### src/rtl/multicycle_control_unit_pkg.sv
// rv_ctrl_pkg: shared encodings for the RV32I multi-cycle control unit.
//   - FSM state encodings (also exported on the debug 'state' port)
//   - base opcode constants, ExtSel / PCSrc / DBDataSrc codes
//   - ALU operation enum and instruction-class enum
//   - alu_from_funct(): funct3 (+ alternate bit) to ALU operation
package rv_ctrl_pkg;

  typedef enum logic [2:0] {
    S_IF   = 3'b000,
    S_ID   = 3'b001,
    S_EXE  = 3'b010,
    S_MEM  = 3'b011,
    S_WB   = 3'b100,
    S_HALT = 3'b111
  } state_e;

  localparam logic [6:0] OP_R      = 7'b0110011;
  localparam logic [6:0] OP_I      = 7'b0010011;
  localparam logic [6:0] OP_LOAD   = 7'b0000011;
  localparam logic [6:0] OP_STORE  = 7'b0100011;
  localparam logic [6:0] OP_BRANCH = 7'b1100011;
  localparam logic [6:0] OP_JAL    = 7'b1101111;
  localparam logic [6:0] OP_JALR   = 7'b1100111;
  localparam logic [6:0] OP_LUI    = 7'b0110111;
  localparam logic [6:0] OP_AUIPC  = 7'b0010111;

  localparam logic [2:0] EXT_I     = 3'b000;
  localparam logic [2:0] EXT_S     = 3'b001;
  localparam logic [2:0] EXT_B     = 3'b010;
  localparam logic [2:0] EXT_U     = 3'b011;
  localparam logic [2:0] EXT_J     = 3'b100;
  localparam logic [2:0] EXT_SHAMT = 3'b101;

  localparam logic [1:0] PC_PLUS4 = 2'b00;
  localparam logic [1:0] PC_IMM   = 2'b01;
  localparam logic [1:0] PC_ALU   = 2'b10;

  localparam logic [1:0] DB_ALU = 2'b00;
  localparam logic [1:0] DB_MEM = 2'b01;
  localparam logic [1:0] DB_PC4 = 2'b10;

  typedef enum logic [3:0] {
    ALU_ADD, ALU_SUB, ALU_SLL, ALU_SLT, ALU_SLTU, ALU_XOR,
    ALU_SRL, ALU_SRA, ALU_OR, ALU_AND, ALU_PASSB
  } alu_op_e;

  typedef enum logic [3:0] {
    CLS_R, CLS_I, CLS_LOAD, CLS_STORE, CLS_BRANCH, CLS_JAL,
    CLS_JALR, CLS_LUI, CLS_AUIPC, CLS_HALT, CLS_BAD
  } cls_e;

  // alt selects SUB (funct3 000) or SRA (funct3 101); ignored otherwise.
  function automatic alu_op_e alu_from_funct(input logic [2:0] f3, input logic alt);
    case (f3)
      3'b000:  return alt ? ALU_SUB : ALU_ADD;
      3'b001:  return ALU_SLL;
      3'b010:  return ALU_SLT;
      3'b011:  return ALU_SLTU;
      3'b100:  return ALU_XOR;
      3'b101:  return alt ? ALU_SRA : ALU_SRL;
      3'b110:  return ALU_OR;
      default: return ALU_AND;
    endcase
  endfunction

endpackage

### src/rtl/multicycle_control_unit_if.sv
// multicycle_control_unit_if: bundle between the control unit and datapath.
//   IR fields / flags : opcode, funct3, funct7_5, Zero, Lt   (datapath -> ctrl)
//   enables           : PCWre, IRWre, RegWre, mRD, mWR       (ctrl -> datapath)
//   selects           : ALUSrcA, ALUSrcB, ALUOp, ExtSel, Sign, PCSrc, DBDataSrc
//   debug             : state
// master = control unit, slave = datapath.
interface multicycle_control_unit_if;
  import rv_ctrl_pkg::*;

  logic [6:0] opcode;
  logic [2:0] funct3;
  logic       funct7_5;
  logic       Zero;
  logic       Lt;
  logic       PCWre;
  logic       IRWre;
  logic       RegWre;
  logic       mRD;
  logic       mWR;
  logic       ALUSrcA;
  logic       ALUSrcB;
  alu_op_e    ALUOp;
  logic [2:0] ExtSel;
  logic       Sign;
  logic [1:0] PCSrc;
  logic [1:0] DBDataSrc;
  logic [2:0] state;

  modport master (
    input  opcode, funct3, funct7_5, Zero, Lt,
    output PCWre, IRWre, RegWre, mRD, mWR, ALUSrcA, ALUSrcB, ALUOp,
           ExtSel, Sign, PCSrc, DBDataSrc, state
  );

  modport slave (
    output opcode, funct3, funct7_5, Zero, Lt,
    input  PCWre, IRWre, RegWre, mRD, mWR, ALUSrcA, ALUSrcB, ALUOp,
           ExtSel, Sign, PCSrc, DBDataSrc, state
  );
endinterface

### src/rtl/multicycle_control_unit_ctrl_decode.sv
// ctrl_decode: combinational instruction decode.
//   opcode_i, funct3_i, funct7_5_i : IR fields
//   cls_o     : instruction class (CLS_HALT for HALT_OPCODE, CLS_BAD if unknown)
//   ext_sel_o : immediate format, sign_o : sign-extend enable
//   alu_op_o  : ALU operation for the EXE/MEM address phase
module ctrl_decode
  import rv_ctrl_pkg::*;
#(
  parameter logic [6:0] HALT_OPCODE = 7'b1110011
) (
  input  logic [6:0] opcode_i,
  input  logic [2:0] funct3_i,
  input  logic       funct7_5_i,
  output cls_e       cls_o,
  output logic [2:0] ext_sel_o,
  output logic       sign_o,
  output alu_op_e    alu_op_o
);

  always_comb begin
    cls_o     = CLS_BAD;
    ext_sel_o = EXT_I;
    sign_o    = 1'b0;
    alu_op_o  = ALU_ADD;
    if (opcode_i == HALT_OPCODE) begin
      cls_o = CLS_HALT;
    end else begin
      case (opcode_i)
        OP_R: begin
          cls_o    = CLS_R;
          alu_op_o = alu_from_funct(funct3_i, funct7_5_i);
        end
        OP_I: begin
          cls_o = CLS_I;
          // funct7_5 only matters for SRAI; ADDI never becomes SUB.
          alu_op_o = alu_from_funct(funct3_i, funct7_5_i && (funct3_i == 3'b101));
          if (funct3_i == 3'b001 || funct3_i == 3'b101) begin
            ext_sel_o = EXT_SHAMT;
            sign_o    = 1'b0;
          end else begin
            ext_sel_o = EXT_I;
            sign_o    = 1'b1;
          end
        end
        OP_LOAD: begin
          cls_o  = CLS_LOAD;
          sign_o = 1'b1;
        end
        OP_STORE: begin
          cls_o     = CLS_STORE;
          ext_sel_o = EXT_S;
          sign_o    = 1'b1;
        end
        OP_BRANCH: begin
          cls_o     = CLS_BRANCH;
          ext_sel_o = EXT_B;
          sign_o    = 1'b1;
          case (funct3_i[2:1])
            2'b10:   alu_op_o = ALU_SLT;
            2'b11:   alu_op_o = ALU_SLTU;
            default: alu_op_o = ALU_SUB;
          endcase
        end
        OP_JAL: begin
          cls_o     = CLS_JAL;
          ext_sel_o = EXT_J;
          sign_o    = 1'b1;
        end
        OP_JALR: begin
          cls_o  = CLS_JALR;
          sign_o = 1'b1;
        end
        OP_LUI: begin
          cls_o     = CLS_LUI;
          ext_sel_o = EXT_U;
          alu_op_o  = ALU_PASSB;
        end
        OP_AUIPC: begin
          cls_o     = CLS_AUIPC;
          ext_sel_o = EXT_U;
        end
        default: cls_o = CLS_BAD;
      endcase
    end
  end

endmodule

### src/rtl/multicycle_control_unit.sv
// multicycle_control_unit: Moore FSM sequencing the RV32I multi-cycle datapath.
//   CLK     : system clock, rising edge
//   Reset   : asynchronous, active-high; forces IF and zeroes all outputs
//   ctrl_if : master side of multicycle_control_unit_if (IR fields and flags
//             in; enables, selects and debug state out)
module multicycle_control_unit
  import rv_ctrl_pkg::*;
#(
  parameter logic [6:0] HALT_OPCODE = 7'b1110011
) (
  input  logic                        CLK,
  input  logic                        Reset,
  multicycle_control_unit_if.master   ctrl_if
);

  state_e     state_q, state_d;
  cls_e       cls;
  logic [2:0] ext_sel;
  logic       sign;
  alu_op_e    alu_op;
  logic       br_taken;

  ctrl_decode #(.HALT_OPCODE(HALT_OPCODE)) u_decode (
    .opcode_i   (ctrl_if.opcode),
    .funct3_i   (ctrl_if.funct3),
    .funct7_5_i (ctrl_if.funct7_5),
    .cls_o      (cls),
    .ext_sel_o  (ext_sel),
    .sign_o     (sign),
    .alu_op_o   (alu_op)
  );

  always_ff @(posedge CLK or posedge Reset) begin
    if (Reset) state_q <= S_IF;
    else       state_q <= state_d;
  end

  always_comb begin
    state_d = state_q;
    case (state_q)
      S_IF:  state_d = S_ID;
      S_ID:  state_d = (cls == CLS_HALT || cls == CLS_BAD) ? S_HALT : S_EXE;
      S_EXE: begin
        if (cls == CLS_LOAD || cls == CLS_STORE) state_d = S_MEM;
        else if (cls == CLS_BRANCH)              state_d = S_IF;
        else                                     state_d = S_WB;
      end
      S_MEM:  state_d = (cls == CLS_LOAD) ? S_WB : S_IF;
      S_WB:   state_d = S_IF;
      S_HALT: state_d = S_HALT;
      default: state_d = S_IF;
    endcase
  end

  always_comb begin
    case (ctrl_if.funct3)
      3'b000:        br_taken = ctrl_if.Zero;
      3'b001:        br_taken = ~ctrl_if.Zero;
      3'b100, 3'b110: br_taken = ctrl_if.Lt;
      3'b101, 3'b111: br_taken = ~ctrl_if.Lt;
      default:       br_taken = 1'b0;
    endcase
  end

  assign ctrl_if.state = state_q;

  // Outputs are gated by Reset directly so a mid-instruction reset drops
  // every enable in the same cycle, not at the next clock edge.
  always_comb begin
    ctrl_if.PCWre     = 1'b0;
    ctrl_if.IRWre     = 1'b0;
    ctrl_if.RegWre    = 1'b0;
    ctrl_if.mRD       = 1'b0;
    ctrl_if.mWR       = 1'b0;
    ctrl_if.ALUSrcA   = 1'b0;
    ctrl_if.ALUSrcB   = 1'b0;
    ctrl_if.ALUOp     = ALU_ADD;
    ctrl_if.ExtSel    = '0;
    ctrl_if.Sign      = 1'b0;
    ctrl_if.PCSrc     = PC_PLUS4;
    ctrl_if.DBDataSrc = DB_ALU;
    if (!Reset) begin
      ctrl_if.ALUOp   = alu_op;
      ctrl_if.ExtSel  = ext_sel;
      ctrl_if.Sign    = sign;
      ctrl_if.ALUSrcA = (cls == CLS_AUIPC);
      ctrl_if.ALUSrcB = (cls == CLS_I) || (cls == CLS_LOAD) || (cls == CLS_STORE) ||
                        (cls == CLS_LUI) || (cls == CLS_AUIPC) || (cls == CLS_JALR);
      if (cls == CLS_LOAD)                         ctrl_if.DBDataSrc = DB_MEM;
      else if (cls == CLS_JAL || cls == CLS_JALR)  ctrl_if.DBDataSrc = DB_PC4;
      case (state_q)
        S_IF: ctrl_if.IRWre = 1'b1;
        S_EXE: begin
          if (cls == CLS_BRANCH) begin
            ctrl_if.PCWre = 1'b1;
            ctrl_if.PCSrc = br_taken ? PC_IMM : PC_PLUS4;
          end
        end
        S_MEM: begin
          if (cls == CLS_LOAD) begin
            ctrl_if.mRD = 1'b1;
          end else if (cls == CLS_STORE) begin
            ctrl_if.mWR   = 1'b1;
            ctrl_if.PCWre = 1'b1;
          end
        end
        S_WB: begin
          ctrl_if.RegWre = 1'b1;
          ctrl_if.PCWre  = 1'b1;
          if (cls == CLS_JAL)       ctrl_if.PCSrc = PC_IMM;
          else if (cls == CLS_JALR) ctrl_if.PCSrc = PC_ALU;
        end
        default: ;
      endcase
    end
  end

endmodule

### src/flat_wrapper.sv
// flat-port wrapper written by rule: the top's interface ports become plain ports
module multicycle_control_unit_flat import rv_ctrl_pkg::*;
#(
  parameter logic [6:0] HALT_OPCODE = 7'b1110011
)
  (CLK, Reset, ctrl_if_opcode, ctrl_if_funct3, ctrl_if_funct7_5, ctrl_if_Zero, ctrl_if_Lt, ctrl_if_PCWre, ctrl_if_IRWre, ctrl_if_RegWre, ctrl_if_mRD, ctrl_if_mWR, ctrl_if_ALUSrcA, ctrl_if_ALUSrcB, ctrl_if_ALUOp, ctrl_if_ExtSel, ctrl_if_Sign, ctrl_if_PCSrc, ctrl_if_DBDataSrc, ctrl_if_state);
  multicycle_control_unit_if ctrl_if_i ();
  input  logic CLK;
  input  logic Reset;
  input wire logic [$bits(ctrl_if_i.opcode)-1:0] ctrl_if_opcode;
  input wire logic [$bits(ctrl_if_i.funct3)-1:0] ctrl_if_funct3;
  input wire logic [$bits(ctrl_if_i.funct7_5)-1:0] ctrl_if_funct7_5;
  input wire logic [$bits(ctrl_if_i.Zero)-1:0] ctrl_if_Zero;
  input wire logic [$bits(ctrl_if_i.Lt)-1:0] ctrl_if_Lt;
  output wire logic [$bits(ctrl_if_i.PCWre)-1:0] ctrl_if_PCWre;
  output wire logic [$bits(ctrl_if_i.IRWre)-1:0] ctrl_if_IRWre;
  output wire logic [$bits(ctrl_if_i.RegWre)-1:0] ctrl_if_RegWre;
  output wire logic [$bits(ctrl_if_i.mRD)-1:0] ctrl_if_mRD;
  output wire logic [$bits(ctrl_if_i.mWR)-1:0] ctrl_if_mWR;
  output wire logic [$bits(ctrl_if_i.ALUSrcA)-1:0] ctrl_if_ALUSrcA;
  output wire logic [$bits(ctrl_if_i.ALUSrcB)-1:0] ctrl_if_ALUSrcB;
  output wire logic [$bits(ctrl_if_i.ALUOp)-1:0] ctrl_if_ALUOp;
  output wire logic [$bits(ctrl_if_i.ExtSel)-1:0] ctrl_if_ExtSel;
  output wire logic [$bits(ctrl_if_i.Sign)-1:0] ctrl_if_Sign;
  output wire logic [$bits(ctrl_if_i.PCSrc)-1:0] ctrl_if_PCSrc;
  output wire logic [$bits(ctrl_if_i.DBDataSrc)-1:0] ctrl_if_DBDataSrc;
  output wire logic [$bits(ctrl_if_i.state)-1:0] ctrl_if_state;
  assign ctrl_if_i.opcode = ctrl_if_opcode;
  assign ctrl_if_i.funct3 = ctrl_if_funct3;
  assign ctrl_if_i.funct7_5 = ctrl_if_funct7_5;
  assign ctrl_if_i.Zero = ctrl_if_Zero;
  assign ctrl_if_i.Lt = ctrl_if_Lt;
  assign ctrl_if_PCWre = ctrl_if_i.PCWre;
  assign ctrl_if_IRWre = ctrl_if_i.IRWre;
  assign ctrl_if_RegWre = ctrl_if_i.RegWre;
  assign ctrl_if_mRD = ctrl_if_i.mRD;
  assign ctrl_if_mWR = ctrl_if_i.mWR;
  assign ctrl_if_ALUSrcA = ctrl_if_i.ALUSrcA;
  assign ctrl_if_ALUSrcB = ctrl_if_i.ALUSrcB;
  assign ctrl_if_ALUOp = ctrl_if_i.ALUOp;
  assign ctrl_if_ExtSel = ctrl_if_i.ExtSel;
  assign ctrl_if_Sign = ctrl_if_i.Sign;
  assign ctrl_if_PCSrc = ctrl_if_i.PCSrc;
  assign ctrl_if_DBDataSrc = ctrl_if_i.DBDataSrc;
  assign ctrl_if_state = ctrl_if_i.state;
  multicycle_control_unit #(.HALT_OPCODE(HALT_OPCODE)) u_core (.CLK(CLK), .Reset(Reset), .ctrl_if(ctrl_if_i));
endmodule
### config.mk
export PLATFORM = sky130hd
export DESIGN_NAME = multicycle_control_unit_flat
export DESIGN_NICKNAME = d
export VERILOG_FILES = /design/src/rtl/multicycle_control_unit_pkg.sv /design/src/rtl/multicycle_control_unit_if.sv /design/src/rtl/multicycle_control_unit_ctrl_decode.sv /design/src/rtl/multicycle_control_unit.sv /design/src/flat_wrapper.sv
export SDC_FILE = /design/constraint.sdc
export NUM_CORES = 1
export LEC_CHECK = 0
export BUFFER_PORTS_ARGS = -buffer_cell sky130_fd_sc_hd__buf_2
export CAP_MARGIN = 40
export CORE_MARGIN = 5
export CORE_UTILIZATION = 40
export DETAILED_ROUTE_END_ITERATION = 7
export PLACE_DENSITY = 0.78
export SLEW_MARGIN = 20
export SYNTH_ARGS = -nofsm -noshare
export SYNTH_HDL_FRONTEND = slang
export SYNTH_SLANG_ARGS = --single-unit
### constraint.sdc
create_clock -name CLK -period 1.85 [get_ports CLK]
set_input_delay 0.185 -clock CLK [delete_from_list [all_inputs] [get_ports CLK]]
set_output_delay 0.185 -clock CLK [all_outputs]
set_load 0.02 [all_outputs]
==> summary.txt <==
Timing
  – Period minus WS final: 1.82 ns
  – Clk_skew: between 0.01 and 0.015 ns
  – Relative slew slack: approximately 75%
  – Max-slew violation count: 0
  – RSZ-0062 raised after global routing: yes
  – Fin crit share: between 90% and 100%
  – Slew of the pin with the lowest slew margin: ~0.37 ns
  – # setup viols final: 0
  – Count of final hold-check violations: 0
  – Fmax: 0.551 GHz

Floorplan
  – # rows: 16
  – Die area: between 0.003 and 0.004 mm^2
  – Die W: between 50 and 60 um
  – Initial Util: a little over two fifths
  – Io pins: 37
  – Core ar.: 0.00202 mm^2
  – Die Y-Extent: ~57 um

CTS
  – CTS root buf: clkbuf_4
  – Clk Latency, worst-skew pair: around 0.24 ns
  – CTS tree: yes
  – CTS clk-pin slew, worst paths: roughly 0.030 ns
  – Clk sink count: 3
  – CTS buffer count: 3
  – Clock buffer depth: 2
  – CTS H-tree lvls: 1

Cells and area
  – Syn-to-layout area delta: 38.4%
  – # fillers: 183
  – FF+latch area: 75.1 um^2
  – Max reg flops: 3
  – Commonest non-fill, non-tap cell in the layout: buf_2
  – ANT cells: 0
  – Layout cells sized above 1: 40.1%
  – Final core occ: between 50% and 60%
  – Area of the multi-input gates: roughly 730 um^2
  – Most frequent cells in the layout: buf_2 (34), buf_4 (18), nor2_1 (11), nand3_1 (10), nor3_1 (8)
  – Final net count: roughly 190

Power and ir drop
  – Pwr Total: a little over 0.8 mW
  – Static leakage: about 0.55 nW
  – Peak supply drop: just over 0.6 mV
  – Cell Pwr Density: 677 mW/mm^2

Yosys
  – Synth Register Bits: 3
  – Ys async rst share: 100%
  – Post-synth EDFFs: 0
  – Cell taking the most area after synthesis: dfrtp_1
  – Most common flop cell mapped by yosys: dfrtp_1
  – Seq/Total Area, Yosys: under 10%
  – Area contributors post-synth: dfrtp_1 (8.7%), nand3_1 (5.8%), nor3_1 (5.2%)
  – Mapped Avg Cell Area: slightly below 7 um^2
  – Ys Warns: 0
  – Syn_nets: between 100 and 150
  – Synthesized area: roughly 870 um^2
  – Synth cell types: 51
  – Top-area cell type share of the netlist area: slightly below 9%
  – Synth Instances: between 100 and 150

Drt
  – DRT Wirelength: about 2.9 mm
  – Vias post-DR: 1157
  – Vias/cell: slightly below 6
  – First-pass detailed-route iteration total: 5
  – ANT nets after route: 0
  – DRC viols: 0
  – Wire length per cell: between 10 and 15 um
  – 1st-iter DRT viols: 48

Worst setup path
  – Setup crit start kind: flop
  – Crit end category: output pin
  – WS Path Type: flop to output pin
  – CP cell instances: buf_4, nand2b_4, nor3_4, nand3_1, o32ai_2, buf_4
  – Worst path most repeated cell: buf_4
  – Worst path arrival time: 1.63 ns
  – CP max stage cell: dfrtp_1
  – CP top delay family: simple AND/OR/NAND/NOR gates
  – Critical path depth in cells: 6
  – Worst Reg-to-Reg Cells: 4
  – Slowest stage delay, CP: between 0.3 and 0.4 ns
  – Crit Path Max Fanout: 3
  – Worst EP required: 1.66 ns
  – Buf/Inv on CP: 2

Global routing
  – Total congestion overflow: 0
  – GRT Util Overall: 17.0%
  – Largest net degree at the start of global routing: 15
  – Initial antenna violation count: 0
  – First-pass GRT wire length: about 4.5 mm
  – Vias in the first global route: around 1000

Placed design
  – Gpl congestion: just over 0.9
  – IO buf count: 36
  – Dpl hpwl: approximately 2.1 mm

Hold path
  – Worst Hold Class: input pin to flop
  – Worst Hold Path Cells: 4

Run status
  – Status: complete, no violations

Job
  – Max Cap Viol: 0
[worst reg2reg max path: stages, from the launching register on]
cell	delay, ns
dfrtp_1	0.45
buf_4	0.20
or3_1	0.35
o311ai_0	0.10
a21o_1	0.14
[Yosys cell counts, drive strengths merged (2+ instances only)]
cell type and count:
a211o 2, a211oi 4, a21o 2, a21oi 7, a22oi 2, a31oi 2
a32oi 2, and2 3, and3 2, buf 5, clkbuf 7, dfrtp 3
inv 5, nand2 7, nand2b 4, nand3 10, nand3b 2, nor2 11
nor2b 3, nor3 9, nor4 4, o21a 2, o21ai 4, or3 3
xnor2 2
[kinds of logic (layout without fill, tap and decap cells)]
| kind of cell | Yosys count | in the layout | share of synthesized area [%] |
|---|---|---|---|
| xor+xnor | 3 | 3 | 3.03 |
| compound gates | 37 | 37 | 30.9 |
| simple gates | 67 | 67 | 46.0 |
| buf+inv | 17 | 62 | 11.4 |
| flops | 3 | 3 | 8.66 |
[path summary, 6_finish.rpt]
| path | start | end | slack, ns |
|---|---|---|---|
| worst max-delay path | u_core.ctrl_if.state[1]$_DFF_PP0_ | ctrl_if_PCSrc[0] | 0.03 |
| worst min-delay path | ctrl_if_opcode[4] | u_core.ctrl_if.state[1]$_DFF_PP0_ | 0.57 |
| worst max register to register | u_core.ctrl_if.state[0]$_DFF_PP0_ | u_core.ctrl_if.state[0]$_DFF_PP0_ | 0.55 |
| worst min register to register | u_core.ctrl_if.state[1]$_DFF_PP0_ | u_core.ctrl_if.state[1]$_DFF_PP0_ | 0.67 |
| max in group asynchronous | Reset | u_core.ctrl_if.state[1]$_DFF_PP0_ | 1.12 |
| min in group asynchronous | Reset | u_core.ctrl_if.state[2]$_DFF_PP0_ | 0.62 |
[metal layers]
| layer | share of wire [%] | vias to the layer above | wire [um] | GRT usage (%) |
|---|---|---|---|---|
| li1 | - | 569 | - | - |
| met1 | 44 | 533 | 1270 | 22.8 |
| met2 | 47 | 53 | 1350 | 26.6 |
| met5 | 0 | - | 0 | 0 |
| met3 | 8.2 | 2 | 236 | 5.05 |
| met4 | 0.56 | 0 | 16 | 3.73 |
[final cells by class]
type,instances,share of cell area (%)
multi-input combinational,107,60.9
timing repair buffer,53,26.3
sequential,3,6.26
tap,27,2.82
clock buffer,4,2.19
inverter,5,1.56
[through the flow]
stage	instances	TNS [ns]	instance area [um^2]	worst slack (ns)	hold WS (ns)
after detailed placement	188	0	1090	0.0571	0.190
after global placement	188	0	1090	0.123	0.179
final	199	0	1200	0.0343	0.570
after global routing	199	-0.0392	1200	-0.0392	0.619
after floorplan	127	0	880	0.0406	0.175
after CTS	195	0	1140	0.000650	0.503
[power by group]
part	switching, mW	internal, mW	total [mW]
combinational	0.313	0.247	0.560
clock	0.0382	0.0811	0.119
sequential	0.0346	0.0990	0.134
[repair_timing]
action	4_1_cts	5_1_grt
setup buffers	2	4
pin swaps	0	2
cloned	0	0
hold endpoints to repair	3	0
gates resized for setup	2	7
hold buffers	1	0
setup endpoints to repair	2	8
Power figures use the tool's default switching activity.
